$ cat src/rtl/core2_ctrl_pkg.sv
// Shared types and field positions for the Core2 issue controller.
// Holds the FSM encoding, default widths and command/operand field layout.
package core2_ctrl_pkg;

   localparam int C2_DATA_W  = 256;
   localparam int C2_OP_W    = C2_DATA_W / 2;
   localparam int C2_SEL_W   = 3;
   localparam int C2_CMD_W   = 8;
   localparam int C2_CNT_W   = 16;

   // Select field sits in the low bits of the command byte.
   localparam int C2_SEL_LSB = 0;

   // Operand pair layout: A in the low half, B in the high half.
   localparam int C2_OPA_LSB = 0;
   localparam int C2_OPB_LSB = C2_OP_W;

   typedef enum logic [2:0] {
      ST_IDLE  = 3'd0,
      ST_FETCH = 3'd1,
      ST_LATCH = 3'd2,
      ST_ISSUE = 3'd3,
      ST_WAIT  = 3'd4,
      ST_WRITE = 3'd5
   } c2_state_t;

endpackage

$ cat src/rtl/core2_watchdog.sv
// WAIT-cycle watchdog for the Core2 issue controller: counts consecutive
// run cycles, flags a timeout on the LIMIT-th one and keeps a sticky error.
module core2_watchdog #(
   parameter int LIMIT = 1024
) (
   input  logic clk,
   input  logic rst,
   input  logic run,
   output logic timeout,
   output logic err_flag
);

   localparam int CW = $clog2(LIMIT + 1);

   logic [CW-1:0] cnt;

   assign timeout = run && (cnt == CW'(LIMIT - 1));

   always_ff @(posedge clk) begin
      if (rst) begin
         cnt      <= '0;
         err_flag <= 1'b0;
      end else begin
         cnt <= (run && !timeout) ? cnt + 1'b1 : '0;
         if (timeout)
            err_flag <= 1'b1;
      end
   end

endmodule

$ cat src/rtl/core2_issue_ctrl.sv
// One-operation-in-flight sequencer between the Core2 FIFOs and the multiplier.
// Optional watchdog on the WAIT state is enabled by defining CORE2_WATCHDOG_EN.
module core2_issue_ctrl
   import core2_ctrl_pkg::*;
#(
   parameter int DATA_W    = C2_DATA_W,
   parameter int OP_W      = DATA_W / 2,
   parameter int SEL_W     = C2_SEL_W,
   parameter int WD_CYCLES = 1024
) (
   input  logic                clk,
   input  logic                rst,
   input  logic                cmd_empty,
   output logic                cmd_rd_en,
   input  logic [C2_CMD_W-1:0] cmd_data,
   input  logic                opd_empty,
   output logic                opd_rd_en,
   input  logic [DATA_W-1:0]   opd_data,
   output logic [OP_W-1:0]     core_a,
   output logic [OP_W-1:0]     core_b,
   output logic [SEL_W-1:0]    core_sel,
   output logic                core_start,
   input  logic                core_busy,
   input  logic [DATA_W-1:0]   core_result,
   input  logic                res_full,
   output logic                res_wr_en,
   output logic [DATA_W-1:0]   res_data,
   output logic                ctrl_idle,
   output logic                err_flag,
   output logic [C2_CNT_W-1:0] op_count
);

   if (WD_CYCLES < 2 || 2 * OP_W != DATA_W) begin : g_bad_cfg
      $error("core2_issue_ctrl: WD_CYCLES must be >= 2 and DATA_W == 2*OP_W");
   end

   c2_state_t state, state_nxt;
   logic      wait_armed;
   logic      capture;
   logic      wd_timeout;
   logic      pop, push;
   logic      unused_cmd_bits;

   assign unused_cmd_bits = ^cmd_data[C2_CMD_W-1:SEL_W];

   // Busy is not yet valid in the first WAIT cycle, so arm the compare one cycle in.
   assign capture   = (state == ST_WAIT) && wait_armed && !core_busy;
   assign ctrl_idle = (state == ST_IDLE);

   always_comb begin
      state_nxt  = state;
      pop        = 1'b0;
      push       = 1'b0;
      core_start = 1'b0;
      case (state)
         ST_IDLE: begin
            if (!cmd_empty && !opd_empty) begin
               pop       = 1'b1;
               state_nxt = ST_FETCH;
            end
         end
         ST_FETCH: state_nxt = ST_LATCH;
         ST_LATCH: state_nxt = ST_ISSUE;
         ST_ISSUE: begin
            core_start = 1'b1;
            state_nxt  = ST_WAIT;
         end
         ST_WAIT: begin
            if (capture)
               state_nxt = ST_WRITE;
            else if (wd_timeout)
               state_nxt = ST_IDLE;
         end
         ST_WRITE: begin
            if (!res_full) begin
               push      = 1'b1;
               state_nxt = ST_IDLE;
            end
         end
         default: state_nxt = ST_IDLE;
      endcase
   end

   // Handshakes are masked during reset so nothing is popped or pushed into a reset.
   assign cmd_rd_en = pop && !rst;
   assign opd_rd_en = pop && !rst;
   assign res_wr_en = push && !rst;

   always_ff @(posedge clk) begin
      if (rst) begin
         state      <= ST_IDLE;
         wait_armed <= 1'b0;
         core_a     <= '0;
         core_b     <= '0;
         core_sel   <= '0;
         res_data   <= '0;
         op_count   <= '0;
      end else begin
         state      <= state_nxt;
         wait_armed <= (state == ST_WAIT);
         if (state == ST_LATCH) begin
            core_sel <= cmd_data[C2_SEL_LSB +: SEL_W];
            core_a   <= opd_data[C2_OPA_LSB +: OP_W];
            core_b   <= opd_data[OP_W +: OP_W];
         end
         if (capture)
            res_data <= core_result;
         if (push)
            op_count <= op_count + 1'b1;
      end
   end

`ifdef CORE2_WATCHDOG_EN
   core2_watchdog #(
      .LIMIT (WD_CYCLES)
   ) u_wd (
      .clk      (clk),
      .rst      (rst),
      .run      ((state == ST_WAIT) && !capture),
      .timeout  (wd_timeout),
      .err_flag (err_flag)
   );
`else
   assign wd_timeout = 1'b0;
   assign err_flag   = 1'b0;
`endif

endmodule

$ cat config.mk
export PLATFORM = sky130hd
export DESIGN_NAME = core2_issue_ctrl
export DESIGN_NICKNAME = d
export VERILOG_FILES = /design/src/rtl/core2_ctrl_pkg.sv /design/src/rtl/core2_watchdog.sv /design/src/rtl/core2_issue_ctrl.sv
export SDC_FILE = /design/constraint.sdc
export NUM_CORES = 1
export LEC_CHECK = 0
export ABC_AREA = 0
export CAP_MARGIN = 20
export CORE_AREA = 5 5 405 407
export CTS_BUF_LIST = sky130_fd_sc_hd__clkbuf_16
export DETAILED_ROUTE_END_ITERATION = 7
export DIE_AREA = 0 0 410 412
export SETUP_SLACK_MARGIN = 0.15
export SYNTH_ARGS = -nofsm -noshare
export SYNTH_HDL_FRONTEND = slang
export SYNTH_HIERARCHICAL = 1
export SYNTH_SLANG_ARGS = --single-unit
$ cat constraint.sdc
create_clock -name clk -period 2.2 [get_ports clk]
set_input_delay 0.22 -clock clk [delete_from_list [all_inputs] [get_ports clk]]
set_output_delay 0.22 -clock clk [all_outputs]
set_load 0.05 [all_outputs]
==> flow_summary.yaml <==
sta:
  finClkSkew_ns: 0.0476
  setup_violations: 0
  fin_tns_setup_ns: 0
  period_share_pct: 89.6
  rsz0062_at_grt: "true"
  report.final.slew_viol_count: 0
  report.final.hold_viol_count: 0
  hold_slack_ns: 0.0887
  tightestPinTransition_ns: 0.675
  relSlewSlack_pct: 55.2
  fmax_mhz: 507
  post-route-min-period_ns: 1.97
synthesis:
  ys_types: 37
  synth_edf_count: 0
  ys_seq_area_share_pct: 57.9
  synthMuxAreaShare_pct: 0.0609
  avgSynthCellArea_sq_um: 7.88
  synth_top_family_by_area: "simple AND/OR/NAND/NOR gates"
  ys.flop_type: "dfxtp_1"
  yosysWarnings: 6
  yosys.area_share.simple_pct: 22.9
  ys_async_sr_fraction_pct: 0
  syn_area_sq_um: 18500
  syn_nets: 2876
  postSynthCellCount: 2349
  synth_xor_area_share_pct: 0.473
  synth-seq-cells: 535
  synth-compound-area-share_pct: 14.4
  yosys.area_share.adder_pct: 0.0676
cts:
  cts_tree: "yes"
  numCtsBuffers: 72
  cts.root.buffer_cell: "clkbuf_16"
  clkTransAtPathRegs_ns: 0.06
  cts_sinks: 535
  h-tree-depth: 3
  clkLatencyLatePin_ns: 0.68
  cts_buffer_depth: 3
power_and_ir_drop:
  p_sw_share_pct: 29.5
  power.internal_uw: 18100
  power.leakage_uw: 0.0133
  p_sw_uw: 7610
  power.density_nw_per_um2: 769
  ir_drop_mv: 0.474
  clkPwrFrac_pct: 45.4
  seq_power_share_pct: 39.5
  comb_power_share_pct: 15.2
placed_design:
  place.port_buffers: 1056
  hpwl_um: 124000
  dp.cells: 5383
  gp_congestion: 0.924
setup_path:
  path_delay_family: "simple AND/OR/NAND/NOR gates"
  crit_fanout: 5
  criticalPathCategory: "reg -> out"
  slowest_delay_ns: 0.35
  crit_chain: "buf_6 -> nor3_4 -> and3b_2 -> buf_12"
  worstPathArrival_ns: 1.75
  crit_path_top_delay_cell: "dfxtp_4"
  cp.required_ns: 1.98
  startpoint_type: "flop"
  end_kind: "output port"
  path_buf_inv: 2
layout:
  area_delta_synth_final_pct: 81.0
  drive_gt1_share_pct: 10.4
  layout_commonest_cell: "nand2_1"
  final_cell_count_no_fill: 5540
  layout_common_cells: "nand2_1 (1037), dfxtp_1 (532), a21oi_1 (522)"
  nets: 3907
  utilization_pct: 21.0
floorplanning:
  io_pins: 1063
  core-area_sq_um: 160000
  dieWidth_um: 410
  initial_utilization_pct: 11.6
  core.rowCount: 147
  die-area_sq_um: 169000
  die_h_um: 412
drt:
  first_pass_iters: 8
  drt_iter0_markers: 1187
  drtAntennaViolNets: 0
  wl_per_cell_um: 26.9
  vias_per_cell: 3.75
  drc: 0
  wirelength_um: 149000
  dr_total_vias: 20798
global_routing:
  grt_pass1_wl_um: 190000
  first_global_vias: 20037
  overflow: 0
  grt_start_max_net_pins: 110
  antenna_found_initial: 104
  track_usage_pct: 16.7
hold_path:
  worst_hold_path_type: "in -> reg"
status:
  status: "completed"
flow_run:
  drv_cap: 0
[worst register-to-register path, stage by stage (launching register included)]
cell,delay [ns]
dfxtp_2,0.33
buf_6,0.12
buf_4,0.15
and4bb_2,0.35
nand4_2,0.25
o31a_1,0.37
o21ba_2,0.21
[through the flow]
step	power [uW]	cell area, sq um	setup WS (ns)
after global placement	14400	31500	0.136
final	25800	33500	0.229
after floorplan	12100	18500	0.219
after detailed placement	14400	31500	0.116
after global routing	26900	33500	0.134
after CTS	26200	33400	0.0490
[synthesized netlist by cell type, drive strengths merged (2+ instances only)]
| master | number | area, sq um |
|---|---|---|
| clkbuf | 97 | 364 |
| nor2 | 19 | 71.3 |
| nor3 | 5 | 25.0 |
| and2 | 2 | 12.5 |
| o21ai | 4 | 20.0 |
| a21oi | 522 | 2610 |
| xor2 | 4 | 35.0 |
| nand2 | 1038 | 3900 |
| xnor2 | 6 | 52.6 |
| buf | 82 | 410 |
| nand4 | 6 | 43.8 |
| dfxtp | 535 | 10700 |
| inv | 2 | 7.51 |
| nand3 | 5 | 25.0 |
| or3 | 4 | 25.0 |
[flip-flops by register name, summed over array words and instances (netlist names)]
register / count
res_data: 256
core_a: 128
core_b: 128
op_count: 16
core_sel: 3
state: 3
wait_armed: 1
[cells by family after synthesis]
family / count (synthesis)
flops: 535
simple gates: 1091
compound gates: 529
buf+inv: 181
mux: 1
xor+xnor: 10
other cells: 1
fa+ha+maj: 1
[layout make-up]
type                            instances  area (sq um)
Fill cell                           17823        126000
Timing Repair Buffer                 1136         10800
Sequential cell                       535         10700
Multi-Input combinational cell       1633          7050
Tap cell                             2086          2610
Clock buffer                           73          1830
Clock inverter                         58           484
Antenna cell                           17          42.5
Inverter                                2          7.51
[power by group through the flow]
stage | sequential [uW] | combinational [uW] | clock, uW
after floorplan | 11300 | 798 | 0
after global placement | 10400 | 4050 | 0
after detailed placement | 10400 | 4040 | 0
after CTS | 10200 | 3940 | 12100
after global routing | 10200 | 4150 | 12500
final | 10200 | 3910 | 11700
[final timing paths]
path	startpoint	end	slack, ns	depth (start not counted)
max	state[0]	opd_rd_en	0.23	4
max reg2reg	state[1]	op_count[14]	0.32	6
min reg2reg	core_a[110]	core_a[110]	0.45	2
min	opd_data[194]	core_b[66]	0.09	3
[per-layer routing]
metal	up-vias	track usage, %	routed length (um)	part of all wire (%)
met2	915	26.3	66700	45
met5	-	0	142	0.095
met3	217	9.02	18900	13
met1	9999	19.7	59000	40
li1	9643	-	-	-
met4	24	5.15	4340	2.9
[repair_timing]
item / in CTS / in global routing
endpoints found under the hold margin: 10 / 0
resized for setup: 378 / 3
buffers inserted: 5 / 2
setup endpoints to repair: 378 / 2
hold buffers: 2 / 0
pin swaps: 2 / 1
No activity file was read; power rests on OpenSTA's default activity.
